<file path="src/rtl/skolem_chk_pkg.sv">
// Shared definitions for the Skolem-function sweep checker.
//   state_t     : sequencer states (IDLE, SWEEP, DRAIN, DONE)
//   MAX_EVAL_LAT: deepest evaluator latency the tag pipe is meant to cover
//   MAX_TAG_W   : widest vector tag carried through the result pipe
//   result_t    : one in-flight result slot (valid + vector tag)
package skolem_chk_pkg;

  localparam int MAX_EVAL_LAT = 7;
  localparam int MAX_TAG_W    = 16;

  typedef enum logic [1:0] {
    IDLE  = 2'd0,
    SWEEP = 2'd1,
    DRAIN = 2'd2,
    DONE  = 2'd3
  } state_t;

  typedef struct packed {
    logic                 valid;
    logic [MAX_TAG_W-1:0] tag;
  } result_t;

endpackage

</file>
<file path="src/rtl/skolem_tag_pipe.sv">
// Valid + tag delay line that lines issued vectors up with the evaluator's
// verdicts DEPTH cycles later.
//   clk, rst_n : clock, asynchronous active-low reset (clears valids only)
//   flush      : synchronous clear of every valid bit
//   issue      : slot entering the line this cycle
//   result     : slot leaving the line (DEPTH cycles after issue)
//   empty      : no valid slot is held in the line
// DEPTH = 0 is a straight wire; the line is then always empty.
module skolem_tag_pipe
  import skolem_chk_pkg::*;
#(
  parameter int DEPTH = 1
) (
  input  logic    clk,
  input  logic    rst_n,
  input  logic    flush,
  input  result_t issue,
  output result_t result,
  output logic    empty
);

  generate
    if (DEPTH == 0) begin : g_bypass
      logic ctl_unused;
      assign ctl_unused = clk ^ rst_n ^ flush;
      assign result     = issue;
      assign empty      = 1'b1;
    end else begin : g_line
      logic [DEPTH-1:0]     vld_p;
      logic [MAX_TAG_W-1:0] tag_p [DEPTH];

      always_ff @(posedge clk or negedge rst_n) begin
        if (!rst_n) begin
          vld_p <= '0;
        end else if (flush) begin
          vld_p <= '0;
        end else begin
          vld_p[0] <= issue.valid;
          for (int i = 1; i < DEPTH; i++) vld_p[i] <= vld_p[i-1];
        end
      end

      // Tags are qualified by vld_p, so they need no reset.
      always_ff @(posedge clk) begin
        tag_p[0] <= issue.tag;
        for (int i = 1; i < DEPTH; i++) tag_p[i] <= tag_p[i-1];
      end

      assign result.valid = vld_p[DEPTH-1];
      assign result.tag   = tag_p[DEPTH-1];
      assign empty        = ~|vld_p;
    end
  endgenerate

endmodule

</file>
<file path="src/rtl/skolem_sweep_ctrl.sv">
// Exhaustive sweep sequencer for a Skolem-function evaluator and its oracle.
// Drives every N_IN-bit assignment once, matches the oracle verdicts that
// come back EVAL_LAT cycles later, and reports the mismatch summary.
//   clk, rst_n       : clock, asynchronous active-low reset
//   start_i          : begin a sweep (only in IDLE or DONE)
//   abort_i          : cancel and return to IDLE (wins over everything)
//   vec_o/vec_valid_o: assignment presented to the evaluator and oracle
//   exists_i/holds_i : oracle verdicts for the vector issued EVAL_LAT ago
//   busy_o           : SWEEP or DRAIN
//   done_o, pass_o   : sweep finished; pass iff no failing vector
//   fail_cnt_o       : number of failing vectors
//   first_fail_o/_vld_o: first failing vector and its qualifier
// EVAL_LAT is expected to stay within 0..MAX_EVAL_LAT and N_IN within
// 1..MAX_TAG_W.
module skolem_sweep_ctrl
  import skolem_chk_pkg::*;
#(
  parameter int N_IN         = 8,
  parameter int EVAL_LAT     = 1,
  parameter bit STOP_ON_FAIL = 1'b0
) (
  input  logic            clk,
  input  logic            rst_n,
  input  logic            start_i,
  input  logic            abort_i,
  output logic [N_IN-1:0] vec_o,
  output logic            vec_valid_o,
  input  logic            exists_i,
  input  logic            holds_i,
  output logic            busy_o,
  output logic            done_o,
  output logic            pass_o,
  output logic [N_IN:0]   fail_cnt_o,
  output logic [N_IN-1:0] first_fail_o,
  output logic            first_fail_vld_o
);

  state_t          state;
  logic [N_IN:0]   next_cnt;   // index of the next vector; MSB set = all issued
  result_t         issue;
  result_t         result;
  logic            pipe_empty;
  logic            fail;
  logic [N_IN-1:0] result_tag;

  assign issue.valid = vec_valid_o;
  assign issue.tag   = MAX_TAG_W'(vec_o);

  skolem_tag_pipe #(
    .DEPTH (EVAL_LAT)
  ) u_tag_pipe (
    .clk    (clk),
    .rst_n  (rst_n),
    .flush  (abort_i),
    .issue  (issue),
    .result (result),
    .empty  (pipe_empty)
  );

  assign result_tag = result.tag[N_IN-1:0];

  generate
    if (N_IN < MAX_TAG_W) begin : g_tag_hi
      logic tag_hi_unused;
      assign tag_hi_unused = |result.tag[MAX_TAG_W-1:N_IN];
    end
  endgenerate

  // A vector with no satisfying output at all is a don't-care, not a failure.
  assign fail = result.valid & exists_i & ~holds_i;

  always_ff @(posedge clk or negedge rst_n) begin
    if (!rst_n) begin
      state            <= IDLE;
      vec_o            <= '0;
      vec_valid_o      <= 1'b0;
      busy_o           <= 1'b0;
      done_o           <= 1'b0;
      pass_o           <= 1'b0;
      fail_cnt_o       <= '0;
      first_fail_o     <= '0;
      first_fail_vld_o <= 1'b0;
      next_cnt         <= '0;
    end else if (abort_i) begin
      // Results and statistics are frozen as they stand; the pipe is flushed.
      state       <= IDLE;
      vec_valid_o <= 1'b0;
      busy_o      <= 1'b0;
      done_o      <= 1'b0;
    end else begin
      if (fail) begin
        fail_cnt_o <= fail_cnt_o + 1'b1;
        if (!first_fail_vld_o) begin
          first_fail_o     <= result_tag;
          first_fail_vld_o <= 1'b1;
        end
      end

      case (state)
        IDLE, DONE: begin
          if (start_i) begin
            state            <= SWEEP;
            vec_o            <= '0;
            vec_valid_o      <= 1'b1;
            next_cnt         <= {{N_IN{1'b0}}, 1'b1};
            busy_o           <= 1'b1;
            done_o           <= 1'b0;
            pass_o           <= 1'b0;
            fail_cnt_o       <= '0;
            first_fail_o     <= '0;
            first_fail_vld_o <= 1'b0;
          end
        end

        SWEEP: begin
          if (next_cnt[N_IN] || (STOP_ON_FAIL && fail)) begin
            state       <= DRAIN;
            vec_valid_o <= 1'b0;
          end else begin
            vec_o    <= next_cnt[N_IN-1:0];
            next_cnt <= next_cnt + 1'b1;
          end
        end

        DRAIN: begin
          // An empty pipe means no result is being taken this cycle, so the
          // count is already final.
          if (pipe_empty) begin
            state  <= DONE;
            busy_o <= 1'b0;
            done_o <= 1'b1;
            pass_o <= (fail_cnt_o == '0);
          end
        end

        default: state <= IDLE;
      endcase
    end
  end

endmodule

</file>
<file path="config.mk">
export PLATFORM = sky130hd
export DESIGN_NAME = skolem_sweep_ctrl
export DESIGN_NICKNAME = d
export VERILOG_FILES = /design/src/rtl/skolem_chk_pkg.sv /design/src/rtl/skolem_tag_pipe.sv /design/src/rtl/skolem_sweep_ctrl.sv
export SDC_FILE = /design/constraint.sdc
export NUM_CORES = 1
export LEC_CHECK = 0
export ABC_AREA = 1
export BUFFER_PORTS_ARGS = -buffer_cell sky130_fd_sc_hd__buf_2
export CAP_MARGIN = 10
export CORE_MARGIN = 2
export CORE_UTILIZATION = 56
export DETAILED_ROUTE_END_ITERATION = 10
export GPL_ROUTABILITY_DRIVEN = 0
export MAX_ROUTING_LAYER = met4
export PLACE_DENSITY = 0.86
export SYNTH_ARGS = -nofsm -noshare
export SYNTH_HDL_FRONTEND = slang
export SYNTH_HIERARCHICAL = 1
export SYNTH_SLANG_ARGS = --single-unit
export TNS_END_PERCENT = 30
</file>
<file path="constraint.sdc">
create_clock -name clk -period 2 [get_ports clk]
set_clock_uncertainty 0.05 [all_clocks]
set_input_delay 0.1 -clock clk [delete_from_list [all_inputs] [get_ports clk]]
set_output_delay 0.1 -clock clk [all_outputs]
set_load 0.02 [all_outputs]
</file>
==> results of run 1 <==
[layer usage]
| layer | track usage (%) | vias up |
|---|---|---|
| met4 | 8.16 | 0 |
| met3 | 5.17 | 5 |
| met2 | 38.8 | 39 |
| li1 | - | 944 |
| met5 | - | - |
| met1 | 28.9 | 884 |
[registers in the layout, summed over array words and instances (netlist names)]
signal and flops:
fail_cnt_o 9, next_cnt 9, first_fail_o 8, u_tag_pipe/g_line.tag_p 8, vec_o 8, state 2
busy_o 1, done_o 1, first_fail_vld_o 1, pass_o 1, u_tag_pipe/g_line.vld_p 1, vec_valid_o 1
[worst max-delay path, cell delays in order (launching register included)]
cell and delay [ns]:
dfrtp_1 0.38, inv_1 0.06, ha_1 0.37, a21oi_2 0.25, nand3_1 0.30, o22ai_1 0.26
[power groups by stage]
stage / clock (µW) / combinational (µW) / sequential, µW
after global placement: 0 / 876 / 1280
after floorplan: 0 / 583 / 1370
after global routing: 920 / 1030 / 1290
after CTS: 877 / 908 / 1270
final: 869 / 908 / 1270
after detailed placement: 0 / 895 / 1280
[worst max-delay path by stage]
stage / from / to / slack (ns) / depth (start not counted)
after floorplan: state[0]$_DFFE_PN0P_ / next_cnt[6]$_DFFE_PN0P_ / 0.43 / 9
after global placement: state[0]$_DFFE_PN0P_ / first_fail_o[4]$_DFFE_PN0N_ / 0.38 / 5
after detailed placement: state[0]$_DFFE_PN0P_ / first_fail_o[1]$_DFFE_PN0N_ / 0.24 / 5
after CTS: state[0]$_DFFE_PN0P_ / first_fail_o[1]$_DFFE_PN0N_ / 0.24 / 5
after global routing: state[0]$_DFFE_PN0P_ / first_fail_o[3]$_DFFE_PN0N_ / 0.09 / 5
final: state[0]$_DFFE_PN0P_ / first_fail_o[1]$_DFFE_PN0N_ / 0.25 / 5
[per-stage QoR]
| step | power [µW] | hold slack, ns | cells | worst slack, ns | cell area, µm² |
|---|---|---|---|---|---|
| after floorplan | 1950 | -0.246 | 274 | 0.428 | 2270 |
| after global placement | 2160 | -0.0428 | 358 | 0.381 | 2500 |
| after detailed placement | 2180 | -0.0405 | 358 | 0.241 | 2500 |
| after CTS | 3050 | 0.103 | 367 | 0.242 | 2660 |
| after global routing | 3240 | 0.120 | 367 | 0.0881 | 2660 |
| final | 3040 | 0.0975 | 367 | 0.254 | 2660 |
[layout make-up]
type                            instances  area (µm²)
Fill cell                             311        1290
Clock inverter                          2        60.1
Inverter                               55         206
Clock buffer                            6        82.6
Sequential cell                        50        1210
Multi-Input combinational cell        166         832
Timing Repair Buffer                   38         200
Tap cell                               50        62.6
[repair_timing]
item	4_1_cts	5_1_grt
hold buffers	1	0
buffers inserted	0	0
hold endpoints to repair	42	0
==> flow_metrics.py, run 1 <==
metrics = {
    "cells_and_area": {
        "antenna_cells": 0,
        "drive_gt1_share_pct": 18.3,
        "nets": 327,
        "layout_commonest_cell": "nand2_1",
        "final_cell_mix": "nand2_1, inv_1, dfrtp_1, buf_2, nor2_1",
        "final_util_pct": 67.3,
        "areaGrowthSynthToFinish_pct": 16.8,
    },
    "run": {
        "drv_cap": 0,
    },
    "synthesis": {
        "syn_area_per_cell_um2": 8.30,
        "yosysWarningCount": 6,
        "synth_nets": 285,
        "netlist_instances": 274,
        "syn_area_um2": 2270,
    },
    "worst_hold_path": {
        "hold_start": "start_i",
        "hold_class": "primary input to flop",
        "min_to": "fail_cnt_o[4]$_DFFE_PN0N_",
        "holdPathStages": 4,
    },
    "drt": {
        "finalWirelength_um": 4660,
        "wl_met1_um": 2040,
        "drt-initial-drc-count": 165,
        "via_count": 1872,
        "firstDrtPassIters": 4,
        "drc": 0,
        "viasPerCell": 5.10,
        "wl_met3_um": 194,
        "wl_per_cell_um": 12.7,
        "maxUsedRoutingLayer": "met4",
        "met2_length_um": 2370,
        "ant_nets": 0,
    },
    "floorplan": {
        "die_w_um": 67.7,
        "ioPinCount": 36,
        "die_h_um": 67.7,
        "die-area_um2": 4590,
        "initial_core_util_pct": 57.7,
        "core_area_um2": 3940,
        "fp-row-count": 23,
    },
    "global_route": {
        "antenna_found_initial": 0,
        "overflow": 0,
        "grt_first_pass_wirelength_um": 7870,
        "grt_max_degree": 17,
        "grt_pass1_vias": 1786,
        "track_usage_pct": 23.7,
    },
    "timing": {
        "tns_ns": 0,
        "slew-limit-headroom_pct": 73.1,
        "setup_viol": 0,
        "period_minus_slack_ns": 1.75,
        "tightest_slew_ns": 0.400,
        "rsz0062_at_grt": "no",
        "hold_viol": 0,
        "fmax_mhz": 573,
        "maxSlewViolCount": 0,
        "post-route-period-util_pct": 87.3,
    },
    "setup_path": {
        "cp.arrival_ns": 1.92,
        "required_ns": 2.17,
        "cp-start-kind": "flop",
        "reg2reg_to": "first_fail_o[1]$_DFFE_PN0N_",
        "criticalPathCategory": "flop to flop",
        "regToRegSetupSlack_ns": 0.25,
        "r2r-start": "state[0]$_DFFE_PN0P_",
        "cp-end-kind": "flop",
        "r2r_cells": 5,
        "cp_max_fo": 8,
    },
    "clock_network": {
        "htreeDepth": 2,
        "clk_latency_ns": 0.31,
        "clock-sinks": 50,
        "cts_tree": "built",
        "cts_buffers": 5,
        "cts_max_path_buffers": 2,
        "cts_resized": 0,
        "cts-root-buf": "clkbuf_8",
        "path_clk_slew_ns": 0.09,
    },
    "power": {
        "ir_drop_mv": 0.588,
        "netSwitchingPower_uw": 1060,
        "p_int_uw": 1980,
        "p_clk_share_pct": 28.5,
        "power_density_nw_per_um2": 1150,
        "leakagePower_uw": 0.00138,
        "pwr-share-seq_pct": 41.6,
        "power.share.combinational_pct": 29.8,
        "swShare_pct": 34.9,
    },
    "placed_design": {
        "hpwlAfterDp_um": 3320,
        "numPortBuffers": 35,
    },
    "outcome": {
        "status": "finished, final reports clean",
    },
}
Power figures use the tool's default switching activity.
==> run 2, diff against run 1 <==
Settings changed: ABC_AREA 1 to 0, SYNTH_HIERARCHICAL 1 to unset.
==> run 2 against run 1 <==
First-iteration DRC count is 40% lower. Setup slack got worse by 0.081 ns. Critical path type unchanged. Fmax is 4.5% lower. Via count shrank 5.2%. Final area decreased by 0.75%.
==> flow_metrics.py, run 2 <==
metrics = {
    "drt": {
        "drc": 0,
        "finalWirelength_um": 4500,
        "wl_per_cell_um": 14.5,
        "firstDrtPassIters": 4,
        "drt-initial-drc-count": 99,
        "viasPerCell": 5.70,
        "ant_nets": 0,
        "via_count": 1774,
    },
    "cells_and_area": {
        "layout_commonest_cell": "dfrtp_1",
        "final_cell_mix": "dfrtp_1, buf_2, nand2_1, nand3_1, o21ai_0",
        "areaGrowthSynthToFinish_pct": 15.1,
        "post-route-cell-area_um2": 2640,
        "drive_gt1_share_pct": 24.1,
        "nets": 271,
        "fillers": 309,
        "antenna_cells": 0,
        "reg.largest.list": "fail_cnt_o: 9 flops, next_cnt: 9 flops",
        "instances_no_fill": 311,
    },
    "setup_path": {
        "criticalPathCategory": "flop to flop",
        "cp-end-kind": "flop",
        "required_ns": 2.18,
        "critPathSlowestCell": "ha_2",
        "critPathMaxStageDelay_ns": 0.39,
        "cp.arrival_ns": 2.01,
        "cp-start-kind": "flop",
        "cp_max_fo": 8,
        "path_cells": "inv_1 -> ha_2 -> nand2b_1 -> buf_4 -> o211ai_1 -> mux2i_1 -> nor2b_1",
    },
    "timing": {
        "tightest_slew_ns": 0.463,
        "fmax_mhz": 547,
        "post-route-period-util_pct": 91.4,
        "hold_viol": 0,
        "period_minus_slack_ns": 1.83,
        "setup_viol": 0,
        "tns_ns": 0,
        "slew-limit-headroom_pct": 69.0,
        "rsz0062_at_grt": "no",
        "maxSlewViolCount": 0,
    },
    "placed_design": {
        "numPortBuffers": 35,
        "place_area_um2": 2520,
        "hpwlAfterDp_um": 3320,
        "dp_cells": 302,
    },
    "floorplan": {
        "ioPinCount": 36,
        "die-area_um2": 4620,
        "initial_core_util_pct": 57.7,
        "fp-row-count": 23,
        "die_w_um": 67.9,
        "die_h_um": 67.9,
        "core_area_um2": 3970,
    },
    "global_route": {
        "antenna_found_initial": 0,
        "grt_max_degree": 20,
        "grt_pass1_vias": 1618,
        "track_usage_pct": 22.1,
        "grt_first_pass_wirelength_um": 7360,
        "overflow": 0,
    },
    "synthesis": {
        "ys_seq_area_share_pct": 52.9,
        "async_flop_share_pct": 84.0,
        "synth_cell_type_count": 49,
        "synth_top_area_share_pct": 45.9,
        "synthFlopType": "dfrtp_1",
        "synth_common_cells": "dfrtp_1, nand2_1, nand3_1",
        "yosysTopAreaCell": "dfrtp_1",
        "yosysWarningCount": 0,
        "synth_seq_cells": 50,
        "synth_nets": 228,
        "syn_area_per_cell_um2": 10.6,
        "netlist_instances": 217,
        "syn_area_um2": 2290,
        "synthTopCellsByArea": "dfrtp_1, dfxtp_1, a22o_1",
        "synth_most_common_cell": "dfrtp_1",
        "synth_edf_count": 0,
    },
    "clock_network": {
        "htreeDepth": 2,
        "cts_max_path_buffers": 2,
        "clk_latency_ns": 0.31,
        "cts-root-buf": "clkbuf_8",
        "path_clk_slew_ns": 0.08,
        "cts_buffers": 5,
        "cts_setup_buffers": 0,
        "cts_tree": "built",
        "clock-sinks": 50,
    },
    "worst_hold_path": {
        "hold_class": "primary input to flop",
    },
    "outcome": {
        "status": "finished, final reports clean",
    },
    "power": {
        "leakagePower_uw": 0.00127,
        "netSwitchingPower_uw": 1110,
        "p_clk_share_pct": 20.3,
        "power.share.combinational_pct": 34.0,
        "ir_drop_mv": 0.694,
        "swShare_pct": 37.7,
        "p_int_uw": 1830,
        "pwr-share-seq_pct": 45.6,
        "power_density_nw_per_um2": 1110,
    },
    "run": {
        "drv_cap": 0,
    },
}
## run 2: changes by cell type in the layout (fill, tap and decap cells not counted), moves of 11 or more
cell | previous run | this run
nor2_1 | 27 | 13
a21oi_1 | 13 | 2
inv_1 | 52 | 10
nand2_1 | 58 | 23
## run 2: cells by family (layout without fill, tap and decap cells)
kind of cell	Yosys count	count (layout)	synth area share (%)
mux	4	4	1.75
fa+ha+maj	5	5	2.73
flops	50	50	52.9
simple gates	91	91	22.5
xor+xnor	6	6	2.30
compound gates	41	41	12.6
buf+inv	20	64	5.19
## run 2: critical path: cells and delay by family, from the launching register on
| family | cells | cell delay, ns |
|---|---|---|
| buf+inv | 2 | 0.25 |
| flops | 1 | 0.38 |
| compound gates | 1 | 0.16 |
| fa+ha+maj | 1 | 0.39 |
| mux | 1 | 0.24 |
| simple gates | 2 | 0.30 |
## run 2: per-layer routing
layer | vias up | share of wire, % | wire length [µm] | global-route usage, %
met5 | - | 0 | 0 | -
met4 | 0 | 0.80 | 36 | 7.75
met3 | 5 | 3.8 | 172 | 4.77
met2 | 36 | 52 | 2340 | 37.1
met1 | 869 | 43 | 1950 | 26.2
li1 | 864 | - | - | -
## run 2: path summary, 6_finish.rpt
check | cells past startpoint | slack [ns] | endpoint | startpoint
worst max-delay path | 7 | 0.17 | state[1]$_DFFE_PN0P_ | state[0]$_DFFE_PN0P_
worst min-delay path | 2 | 0.17 | state[0]$_DFFE_PN0P_ | abort_i
worst max register to register | 7 | 0.17 | state[1]$_DFFE_PN0P_ | state[0]$_DFFE_PN0P_
worst min register to register | 0 | 0.34 | u_tag_pipe.g_line.tag_p[0][0]$_DFF_P_ | vec_o[0]$_DFFE_PN0P_
max in group asynchronous | 3 | 1.20 | fail_cnt_o[0]$_DFFE_PN0N_ | rst_n
min in group asynchronous | 2 | 0.18 | next_cnt[1]$_DFFE_PN0P_ | rst_n
## run 2: cell type report
class	instances	area (µm²)	area share [%]
flip-flops and latches	50	1210	46.0
multi-input cells	147	971	36.8
repair buffers	46	260	9.88
clock buffers	5	68.8	2.61
well taps	50	62.6	2.37
inverters	10	37.5	1.42
clock inverters	3	23.8	0.902
## run 2: per-stage QoR
step	setup WS, ns	hold slack, ns	total power, µW	util, %
floorplan	0.284	-0.246	2040	-
global placement	0.160	-0.0233	2290	63.5
global route	0.0438	0.190	3130	66.4
detailed placement	0.0725	-0.0210	2330	63.5
CTS	0.0196	0.146	2930	66.1
finish	0.172	0.169	2930	66.4
## run 2: power by group through the flow
| stage | sequential [µW] | combinational [µW] | clock (µW) |
|---|---|---|---|
| after detailed placement | 1350 | 976 | 0 |
| after global routing | 1360 | 1120 | 649 |
| final | 1340 | 999 | 596 |
| after floorplan | 1400 | 640 | 0 |
| after CTS | 1330 | 992 | 607 |
| after global placement | 1340 | 945 | 0 |
## run 2: repair_timing
action,4_1_cts,5_1_grt
hold buffers,1,0
setup endpoints to repair,0,9
gates resized for setup,0,2
endpoints found under the hold margin,14,0
==> run 3, diff against run 2 <==
Settings changed: CORE_UTILIZATION 56 to 35, PLACE_DENSITY 0.86 to 0.6, SYNTH_HIERARCHICAL set to 1.
==> run 3 against run 2 <==
Final area up 0.24%. First-iteration DRC count decreased by 6.1%. Die area grew 54%. Cell count rose by 7.7%. Synthesized area shrank 1.1%. Critical path depth shrank 1. Clock-buffer cell count did not move. Global-route usage fell by 8.4 points. Fmax grew 1.6%. Highest routed layer unchanged.
==> flow_metrics.py, run 3 <==
metrics = {
    "power": {
        "ir_drop_mv": 0.404,
        "p_int_uw": 1780,
        "power.share.combinational_pct": 32.4,
        "swShare_pct": 37.3,
        "leakagePower_uw": 0.00129,
        "netSwitchingPower_uw": 1060,
        "power_density_nw_per_um2": 1080,
        "p_clk_share_pct": 22.0,
        "pwr-share-seq_pct": 45.6,
    },
    "cells_and_area": {
        "final_util_pct": 41.8,
        "final_cell_mix": "dfrtp_1, buf_2, o21ai_0, nand2_1",
        "drive_gt1_share_pct": 22.5,
        "fillers": 629,
        "multi_input_area_um2": 946,
        "register_area_um2": 1210,
        "layout_commonest_cell": "dfrtp_1",
        "antenna_cells": 0,
        "nets": 268,
        "reg.largest.list": "fail_cnt_o: 9 flops, next_cnt: 9 flops",
        "areaGrowthSynthToFinish_pct": 16.6,
        "instances_no_fill": 335,
    },
    "setup_path": {
        "regToRegSetupSlack_ns": 0.20,
        "cp_max_fo": 8,
        "required_ns": 2.15,
        "criticalPathCategory": "flop to flop",
        "cp-end-kind": "flop",
        "cp.arrival_ns": 1.95,
        "cp-start-kind": "flop",
    },
    "clock_network": {
        "cts_tree": "built",
        "clock-sinks": 50,
        "cts_setup_buffers": 0,
        "cts_buffers": 5,
        "htreeDepth": 2,
        "clk_latency_ns": 0.31,
        "hold_buffers": 1,
        "cts_resized": 0,
        "cts-root-buf": "clkbuf_8",
        "path_clk_slew_ns": 0.10,
        "cts_max_path_buffers": 2,
    },
    "timing": {
        "period_minus_slack_ns": 1.80,
        "hold_viol": 0,
        "post-route-period-util_pct": 90.0,
        "finalHoldWorstSlack_ns": 0.127,
        "setup_viol": 0,
        "tightest_slew_ns": 0.587,
        "fmax_mhz": 556,
        "tns_ns": 0,
        "rsz0062_at_grt": "no",
        "slew-limit-headroom_pct": 60.9,
        "setup_slack_ns": 0.201,
        "maxSlewViolCount": 0,
    },
    "global_route": {
        "grt_pass1_vias": 1652,
        "antenna_found_initial": 0,
        "track_usage_pct": 13.7,
        "overflow": 0,
        "grt_max_degree": 27,
        "grt_first_pass_wirelength_um": 7680,
    },
    "synthesis": {
        "yosysWarningCount": 6,
        "syn_area_per_cell_um2": 10.5,
        "syn_area_um2": 2260,
        "synth_nets": 227,
        "netlist_instances": 216,
    },
    "run": {
        "drv_cap": 0,
    },
    "outcome": {
        "status": "finished, final reports clean",
    },
    "worst_hold_path": {
        "hold_class": "primary input to flop",
    },
    "drt": {
        "firstDrtPassIters": 4,
        "drt-initial-drc-count": 93,
        "finalWirelength_um": 4450,
        "viasPerCell": 5.15,
        "wl_per_cell_um": 13.3,
        "ant_nets": 0,
        "drc": 0,
        "via_count": 1725,
    },
    "floorplan": {
        "die-area_um2": 7130,
        "die_h_um": 84.4,
        "ioPinCount": 36,
        "initial_core_util_pct": 35.9,
        "die_w_um": 84.4,
        "fp-row-count": 29,
        "core_area_um2": 6310,
    },
    "placed_design": {
        "numPortBuffers": 35,
        "hpwlAfterDp_um": 3300,
        "pre_cts_slack_ns": 0.205,
        "dp_cells": 326,
    },
}
## run 3: per-layer routing
| metal | wire [µm] | global-route usage [%] | up-vias |
|---|---|---|---|
| met5 | 0 | - | - |
| met4 | 70 | 5.63 | 0 |
| met3 | 181 | 2.56 | 4 |
| met2 | 2020 | 20.4 | 49 |
| met1 | 2180 | 18.4 | 821 |
| li1 | - | - | 851 |
## run 3: per-stage QoR
step	cell area, µm²	power [µW]
3_5_place_dp	2530	2240
3_3_place_gp	2530	2230
4_1_cts	2640	2880
2_1_floorplan	2260	1970
5_1_grt	2640	3040
6_report	2640	2840
## run 3: critical path, stage by stage (launching register included)
cell and delay, ns:
dfrtp_1 0.38, inv_1 0.06, ha_1 0.30, nand2b_1 0.26, and3_1 0.36, nand3_1 0.14
o311a_1 0.14
## run 3: worst paths after layout
check,depth (start not counted),to,start
setup / recovery,6,next_cnt[0]$_DFFE_PN0P_,state[0]$_DFFE_PN0P_
hold / removal,2,u_tag_pipe/g_line.vld_p$_DFF_PN0_,abort_i
setup reg to reg,6,next_cnt[0]$_DFFE_PN0P_,state[0]$_DFFE_PN0P_
hold reg to reg,0,u_tag_pipe/g_line.tag_p[0][7]$_DFF_P_,vec_o[7]$_DFFE_PN0P_
max in group asynchronous,3,vec_o[3]$_DFFE_PN0P_,rst_n
min in group asynchronous,2,pass_o$_DFFE_PN0P_,rst_n
## run 3: cell type report
cell class	count	share of cell area [%]
Sequential cell	50	45.9
Multi-Input combinational cell	145	35.8
Timing Repair Buffer	45	9.57
Tap cell	77	3.65
Clock buffer	5	2.61
Inverter	10	1.42
Clock inverter	3	1.09
## run 3: power by group through the flow
| stage | clock [µW] | sequential (µW) | combinational, µW |
|---|---|---|---|
| floorplan | 0 | 1360 | 607 |
| global route | 684 | 1320 | 1030 |
| detailed placement | 0 | 1320 | 928 |
| global placement | 0 | 1310 | 918 |
| finish | 625 | 1300 | 922 |
| CTS | 650 | 1300 | 932 |
